==> src/rtl/latch_wr_sched_if.sv <==
// Requester / latch-bank signal bundle for latch_wr_sched.
// master = requester + bank side, slave = scheduler.
interface latch_wr_sched_if #(
    parameter int NREQ = 4,
    parameter int NENT = 8,
    parameter int DW   = 8,
    parameter int AW   = $clog2(NENT),
    parameter int IW   = $clog2(NREQ)
);
    logic [NREQ-1:0]    req_valid;
    logic [NREQ-1:0]    req_ready;
    logic [NREQ*AW-1:0] req_addr;
    logic [NREQ*DW-1:0] req_data;
    logic               clr_req;
    logic [NENT-1:0]    lat_en;
    logic               lat_clr;
    logic [DW-1:0]      lat_d;
    logic               busy;
    logic               done;
    logic [IW-1:0]      done_id;
    logic               done_err;

    modport master (
        output req_valid, req_addr, req_data, clr_req,
        input  req_ready, lat_en, lat_clr, lat_d, busy, done, done_id, done_err
    );

    modport slave (
        input  req_valid, req_addr, req_data, clr_req,
        output req_ready, lat_en, lat_clr, lat_d, busy, done, done_id, done_err
    );
endinterface

==> src/rtl/latch_wr_sched.sv <==
// Round-robin write scheduler for a latch bank: setup / enable pulse / hold phases plus serialised clears.
// Define LATCH_SCHED_HOLD_EN for the 4-cycle cadence with a HOLD phase; otherwise done lands in PULSE (3-cycle cadence).
module latch_wr_sched #(
    parameter int NREQ = 4,
    parameter int NENT = 8,
    parameter int DW   = 8,
    // Widen beyond $clog2(NENT) to let out-of-range addresses reach the error path.
    parameter int AW   = $clog2(NENT)
) (
    input  logic            clk,
    input  logic            rst,
    latch_wr_sched_if.slave bus
);
    localparam int IW = $clog2(NREQ);
    localparam logic [AW:0] NENT_W = (AW+1)'(NENT);

    typedef enum logic [2:0] {S_CLR, S_IDLE, S_SETUP, S_PULSE, S_HOLD} state_t;

    state_t          r_state;
    logic [IW-1:0]   r_rr;
    logic [IW-1:0]   r_id;
    logic [AW-1:0]   r_addr;
    logic [NENT-1:0] r_lat_en;
    logic            r_lat_clr;
    logic [DW-1:0]   r_lat_d;
    logic            r_done;
    logic [IW-1:0]   r_done_id;
    logic            r_done_err;
    logic            r_clr_pend;

    logic            w_clr;
    logic            w_gnt_vld;
    logic [IW-1:0]   w_gnt;
    logic [IW-1:0]   w_rr_nxt;
    logic            w_addr_ok;
    logic [NENT-1:0] w_onehot;

    // Scan downward so the requester closest to r_rr is the last one written.
    always_comb begin
        int idx;
        w_gnt_vld = 1'b0;
        w_gnt     = '0;
        for (int k = NREQ - 1; k >= 0; k--) begin
            idx = int'(r_rr) + k;
            if (idx >= NREQ) idx = idx - NREQ;
            if (bus.req_valid[idx]) begin
                w_gnt_vld = 1'b1;
                w_gnt     = IW'(idx);
            end
        end
    end

    assign w_rr_nxt  = (w_gnt == IW'(NREQ - 1)) ? '0 : w_gnt + 1'b1;
    assign w_clr     = r_clr_pend | bus.clr_req;
    assign w_addr_ok = {1'b0, r_addr} < NENT_W;
    assign w_onehot  = w_addr_ok ? (NENT'(1) << r_addr) : '0;

    always_ff @(posedge clk) begin
        if (rst) begin
            r_state    <= S_CLR;
            r_rr       <= '0;
            r_id       <= '0;
            r_addr     <= '0;
            r_lat_en   <= '0;
            r_lat_clr  <= 1'b1;
            r_lat_d    <= '0;
            r_done     <= 1'b0;
            r_done_id  <= '0;
            r_done_err <= 1'b0;
            r_clr_pend <= 1'b0;
        end else begin
            r_lat_en  <= '0;
            r_lat_clr <= 1'b0;
            r_done    <= 1'b0;
            // A clear arriving mid-write waits for the write to finish.
            if (bus.clr_req && r_state != S_IDLE && r_state != S_CLR)
                r_clr_pend <= 1'b1;
            case (r_state)
                S_CLR: begin
                    r_state    <= S_IDLE;
                    r_clr_pend <= 1'b0;
                end
                S_IDLE: begin
                    if (w_clr) begin
                        r_state   <= S_CLR;
                        r_lat_clr <= 1'b1;
                    end else if (w_gnt_vld) begin
                        r_state <= S_SETUP;
                        r_id    <= w_gnt;
                        r_addr  <= bus.req_addr[w_gnt*AW +: AW];
                        r_lat_d <= bus.req_data[w_gnt*DW +: DW];
                        r_rr    <= w_rr_nxt;
                    end
                end
                S_SETUP: begin
                    r_state  <= S_PULSE;
                    r_lat_en <= w_onehot;
`ifndef LATCH_SCHED_HOLD_EN
                    r_done     <= 1'b1;
                    r_done_id  <= r_id;
                    r_done_err <= ~w_addr_ok;
`endif
                end
`ifdef LATCH_SCHED_HOLD_EN
                S_PULSE: begin
                    r_state    <= S_HOLD;
                    r_done     <= 1'b1;
                    r_done_id  <= r_id;
                    r_done_err <= ~w_addr_ok;
                end
                S_HOLD: begin
                    r_state   <= w_clr ? S_CLR : S_IDLE;
                    r_lat_clr <= w_clr;
                end
`else
                S_PULSE: begin
                    r_state   <= w_clr ? S_CLR : S_IDLE;
                    r_lat_clr <= w_clr;
                end
`endif
                default: r_state <= S_IDLE;
            endcase
        end
    end

    assign bus.req_ready = (r_state == S_IDLE && !w_clr && w_gnt_vld) ? (NREQ'(1) << w_gnt) : '0;
    assign bus.busy      = (r_state != S_IDLE) | r_clr_pend;
    assign bus.lat_en    = r_lat_en;
    assign bus.lat_clr   = r_lat_clr;
    assign bus.lat_d     = r_lat_d;
    assign bus.done      = r_done;
    assign bus.done_id   = r_done_id;
    assign bus.done_err  = r_done_err;
endmodule
==> src/flat_wrapper.sv <==
// flat-port wrapper written by rule: the top's interface ports become plain ports
module latch_wr_sched_flat 
#(
    parameter int NREQ = 4,
    parameter int NENT = 8,
    parameter int DW   = 8,
                                                                                    
    parameter int AW   = $clog2(NENT)
)
  (clk, rst, bus_req_valid, bus_req_addr, bus_req_data, bus_clr_req, bus_req_ready, bus_lat_en, bus_lat_clr, bus_lat_d, bus_busy, bus_done, bus_done_id, bus_done_err);
  latch_wr_sched_if #(.NREQ(NREQ), .NENT(NENT), .DW(DW), .AW(AW)) bus_i ();
  input  logic clk;
  input  logic rst;
  input wire logic [$bits(bus_i.req_valid)-1:0] bus_req_valid;
  input wire logic [$bits(bus_i.req_addr)-1:0] bus_req_addr;
  input wire logic [$bits(bus_i.req_data)-1:0] bus_req_data;
  input wire logic [$bits(bus_i.clr_req)-1:0] bus_clr_req;
  output wire logic [$bits(bus_i.req_ready)-1:0] bus_req_ready;
  output wire logic [$bits(bus_i.lat_en)-1:0] bus_lat_en;
  output wire logic [$bits(bus_i.lat_clr)-1:0] bus_lat_clr;
  output wire logic [$bits(bus_i.lat_d)-1:0] bus_lat_d;
  output wire logic [$bits(bus_i.busy)-1:0] bus_busy;
  output wire logic [$bits(bus_i.done)-1:0] bus_done;
  output wire logic [$bits(bus_i.done_id)-1:0] bus_done_id;
  output wire logic [$bits(bus_i.done_err)-1:0] bus_done_err;
  assign bus_i.req_valid = bus_req_valid;
  assign bus_i.req_addr = bus_req_addr;
  assign bus_i.req_data = bus_req_data;
  assign bus_i.clr_req = bus_clr_req;
  assign bus_req_ready = bus_i.req_ready;
  assign bus_lat_en = bus_i.lat_en;
  assign bus_lat_clr = bus_i.lat_clr;
  assign bus_lat_d = bus_i.lat_d;
  assign bus_busy = bus_i.busy;
  assign bus_done = bus_i.done;
  assign bus_done_id = bus_i.done_id;
  assign bus_done_err = bus_i.done_err;
  latch_wr_sched #(.NREQ(NREQ), .NENT(NENT), .DW(DW), .AW(AW)) u_core (.clk(clk), .rst(rst), .bus(bus_i));
endmodule
==> config.mk <==
export PLATFORM = sky130hd
export DESIGN_NAME = latch_wr_sched_flat
export DESIGN_NICKNAME = d
export VERILOG_FILES = /design/src/rtl/latch_wr_sched_if.sv /design/src/rtl/latch_wr_sched.sv /design/src/flat_wrapper.sv
export SDC_FILE = /design/constraint.sdc
export NUM_CORES = 1
export LEC_CHECK = 0
export BUFFER_PORTS_ARGS = -buffer_cell sky130_fd_sc_hd__buf_4
export CORE_UTILIZATION = 44
export CTS_CLUSTER_DIAMETER = 150
export DETAILED_ROUTE_END_ITERATION = 10
export GPL_TIMING_DRIVEN = 0
export PLACE_DENSITY = 0.78
export SYNTH_ARGS = -nofsm -noshare
export SYNTH_HDL_FRONTEND = slang
export SYNTH_SLANG_ARGS = --single-unit
==> constraint.sdc <==
create_clock -name clk -period 2.3 [get_ports clk]
set_clock_uncertainty 0.15 [all_clocks]
set_input_delay 0.345 -clock clk [delete_from_list [all_inputs] [get_ports clk]]
set_output_delay 0.345 -clock clk [all_outputs]
set_load 0.03 [all_outputs]
==> results.json <==
{
  "fp.dieH_um": 59.5,
  "critPathTopFamily": "simple AND/OR/NAND/NOR gates",
  "crit_fanout": 6,
  "grt_pass1_wl_um": 6040,
  "drt_wl_total_um": 4090,
  "hold_path.class": "in2reg",
  "p_comb_frac": 0.288,
  "area_delta_synth_final_pct": 56.8,
  "crit_slowest_cell": "or4_4",
  "core_area_mm2": 0.00310,
  "p_sw_frac": 0.299,
  "status": "finished, violations left",
  "insertion_delay_ns": 0.32,
  "worstSetupPathType": "reg2out",
  "fin_ws_ns": -0.0162,
  "cp-end-kind": "output port",
  "p_leak_nw": 1.11,
  "fin_cells": 281,
  "power_density_mw_per_mm2": 549,
  "port_buffers": 75,
  "worstPathCellList": "nand2b_4 -> or4_4 -> clkbuf_16 -> nor3_2 -> buf_4",
  "cts_tree": "done",
  "htreeDepth": 2,
  "final_hold_viol_count": 0,
  "filler_cell_count": 233,
  "syn_inst": 148,
  "startpoint_type": "flop",
  "vias": 1481,
  "synth_area_mm2": 0.00146,
  "min_period_ns": 2.32,
  "clk_pin_slew_worst_paths_ns": 0.10,
  "overflow": 0,
  "dieArea_mm2": 0.00354,
  "dp_cells": 267,
  "power.switching_mw": 0.374,
  "detail_route.iter0.violations": 37,
  "crit_buf_inv": 2,
  "wl_per_cell_um": 14.6,
  "syn-num-nets": 200,
  "hold_buffers": 0,
  "cp.arrival_ns": 1.82,
  "finalNetCount": 288,
  "drtPass1Iterations": 4,
  "multi_input_area_um2": 818,
  "diodes": 0,
  "p_int_mw": 0.880,
  "yosysSeqAreaShare": 0.412,
  "final_common_cell": "buf_4",
  "rows": 20,
  "violations": "setup timing",
  "drive_gt1_frac": 0.498,
  "setup_tns_ns": -0.0162,
  "clockPowerShare": 0.263,
  "vdd_drop_max_mv": 0.339,
  "antenna_found_initial": 0,
  "vias_per_cell": 5.27,
  "grtUsageTotal": 0.236,
  "seqPwrFrac": 0.449,
  "setup_viol": 1,
  "dpl_cell_area_mm2": 0.00207,
  "final_cell_mix": "82 x buf_4, 27 x dfxtp_1, 25 x mux2i_1, 14 x nor2_1, 12 x nand3b_1",
  "dp_hpwl_um": 2960,
  "drv_cap": 0,
  "clockBufferDepth": 2,
  "clock-sinks": 30,
  "die_x_um": 59.5,
  "root_buffer": "clkbuf_4",
  "ant_nets": 0,
  "synth_cell_types": 34,
  "fin_area_mm2": 0.00228,
  "post-route-period-util": 1.01,
  "hold_ws_ns": 0.0893,
  "rsz0062_at_grt": "yes",
  "drc": 0,
  "ys_ff_latch": 30,
  "slowest_delay_ns": 0.54,
  "fmax_mhz": 432,
  "p_total_mw": 1.25,
  "cp.required_ns": 1.80,
  "syn_area_per_cell_um2": 9.84,
  "yosys_warnings": 0,
  "routabilityCongestion": 0.780,
  "maxSlewViolCount": 0,
  "ios": 77,
  "cts_buffers": 5,
  "grt_max_degree": 11,
  "start_util": 0.469,
  "grt_pass1_vias": 1345,
  "min_from": "rst",
  "seq_area_um2": 607
}
## what timing repair did
action / 4_1_cts / 5_1_grt
pin swaps: 5 / 2
endpoints found under the setup margin: 4 / 4
cloned: 0 / 0
buffers inserted: 7 / 1
gates resized for setup: 28 / 1
## layout make-up
class	count	share of cell area
inverters	4	0.0121
clock buffers	6	0.0225
well taps	44	0.0241
multi-input cells	104	0.358
clock inverters	2	0.00548
flip-flops and latches	30	0.266
repair buffers	83	0.276
plain buffers	8	0.0356
## metal layers
| layer | up-vias | GRT usage | wire length, µm | part of all wire |
|---|---|---|---|---|
| met5 | - | 0 | 0 | 0 |
| met1 | 705 | 0.270 | 1670 | 0.41 |
| met2 | 54 | 0.422 | 2140 | 0.52 |
| met3 | 9 | 0.0524 | 201 | 0.049 |
| met4 | 0 | 0.0930 | 74 | 0.018 |
| li1 | 713 | - | - | - |
## state kept, by name (all words and copies together), names as in the netlist, named ones only
signal and count:
u_core.bus.lat_en 8, u_core.r_state 1, u_core.bus.lat_clr 1, u_core.r_clr_pend 1
u_core.r_addr 3, u_core.bus.done_id 2, u_core.bus.done 1, u_core.bus.lat_d 8
u_core.r_rr 2, u_core.r_id 2
## synthesized netlist by cell type
cell type / instances / area [µm²]
nand2b_1: 5 / 31.3
or4_4: 1 / 11.3
conb_1: 1 / 3.75
nand2_1: 8 / 30.0
dfxtp_1: 30 / 601
inv_1: 3 / 11.3
nor3_1: 4 / 20.0
a21oi_1: 6 / 30.0
or3_1: 1 / 6.26
a21oi_2: 1 / 8.76
and2b_1: 1 / 7.51
a21o_1: 1 / 7.51
ha_1: 1 / 12.5
and3_2: 1 / 7.51
clkbuf_1: 3 / 11.3
mux2i_1: 25 / 250
nand2b_2: 1 / 8.76
clkinv_2: 1 / 5.00
buf_6: 2 / 22.5
buf_4: 1 / 7.51
or2_2: 1 / 6.26
o221ai_1: 10 / 87.6
nor4_1: 1 / 6.26
a211o_1: 1 / 8.76
nand3b_1: 12 / 90.1
nand3_1: 1 / 5.00
o32a_4: 1 / 22.5
nor2b_4: 1 / 13.8
o21ai_0: 2 / 10.0
or3_4: 1 / 11.3
buf_2: 4 / 20.0
nand2b_4: 1 / 13.8
nor2_1: 14 / 52.6
o221ai_2: 1 / 15.0
## power groups by stage
| stage | clock [mW] | combinational, mW | sequential, mW |
|---|---|---|---|
| 3_3_place_gp | 0 | 0.303 | 0.572 |
| 6_report | 0.330 | 0.362 | 0.563 |
| 4_1_cts | 0.335 | 0.361 | 0.562 |
| 5_1_grt | 0.359 | 0.384 | 0.565 |
| 3_5_place_dp | 0 | 0.312 | 0.573 |
| 2_1_floorplan | 0 | 0.158 | 0.595 |
## worst paths after layout
kind	end	slack, ns	depth (start not counted)
min	u_core.bus.done$_SDFF_PP0_	0.09	2
min reg2reg	u_core.r_id[1]$_SDFFE_PP0P_	0.32	2
max reg2reg	u_core.bus.lat_d[2]$_SDFFE_PP0P_	0.16	6
max	bus_req_ready[1]	-0.02	5
## per-stage QoR
| stage | util | setup WS (ns) |
|---|---|---|
| after global routing | 0.736 | -0.0955 |
| after detailed placement | 0.669 | -0.322 |
| after global placement | 0.669 | -0.260 |
| final | 0.736 | -0.0162 |
| after floorplan | - | -0.166 |
| after CTS | 0.736 | -0.0417 |
## cells by family (layout without fill, tap and decap cells)
kind of cell | count (synthesis) | in the layout | synth area share
AOI/OAI and AO/OA | 23 | 23 | 0.131
adders and majority gates | 1 | 1 | 0.00859
buffers and inverters | 14 | 103 | 0.0533
DFF | 30 | 30 | 0.412
muxes | 25 | 25 | 0.172
other | 1 | 1 | 0.00257
and+or+nand+nor | 54 | 54 | 0.221
(Power assumes the default switching activity.)
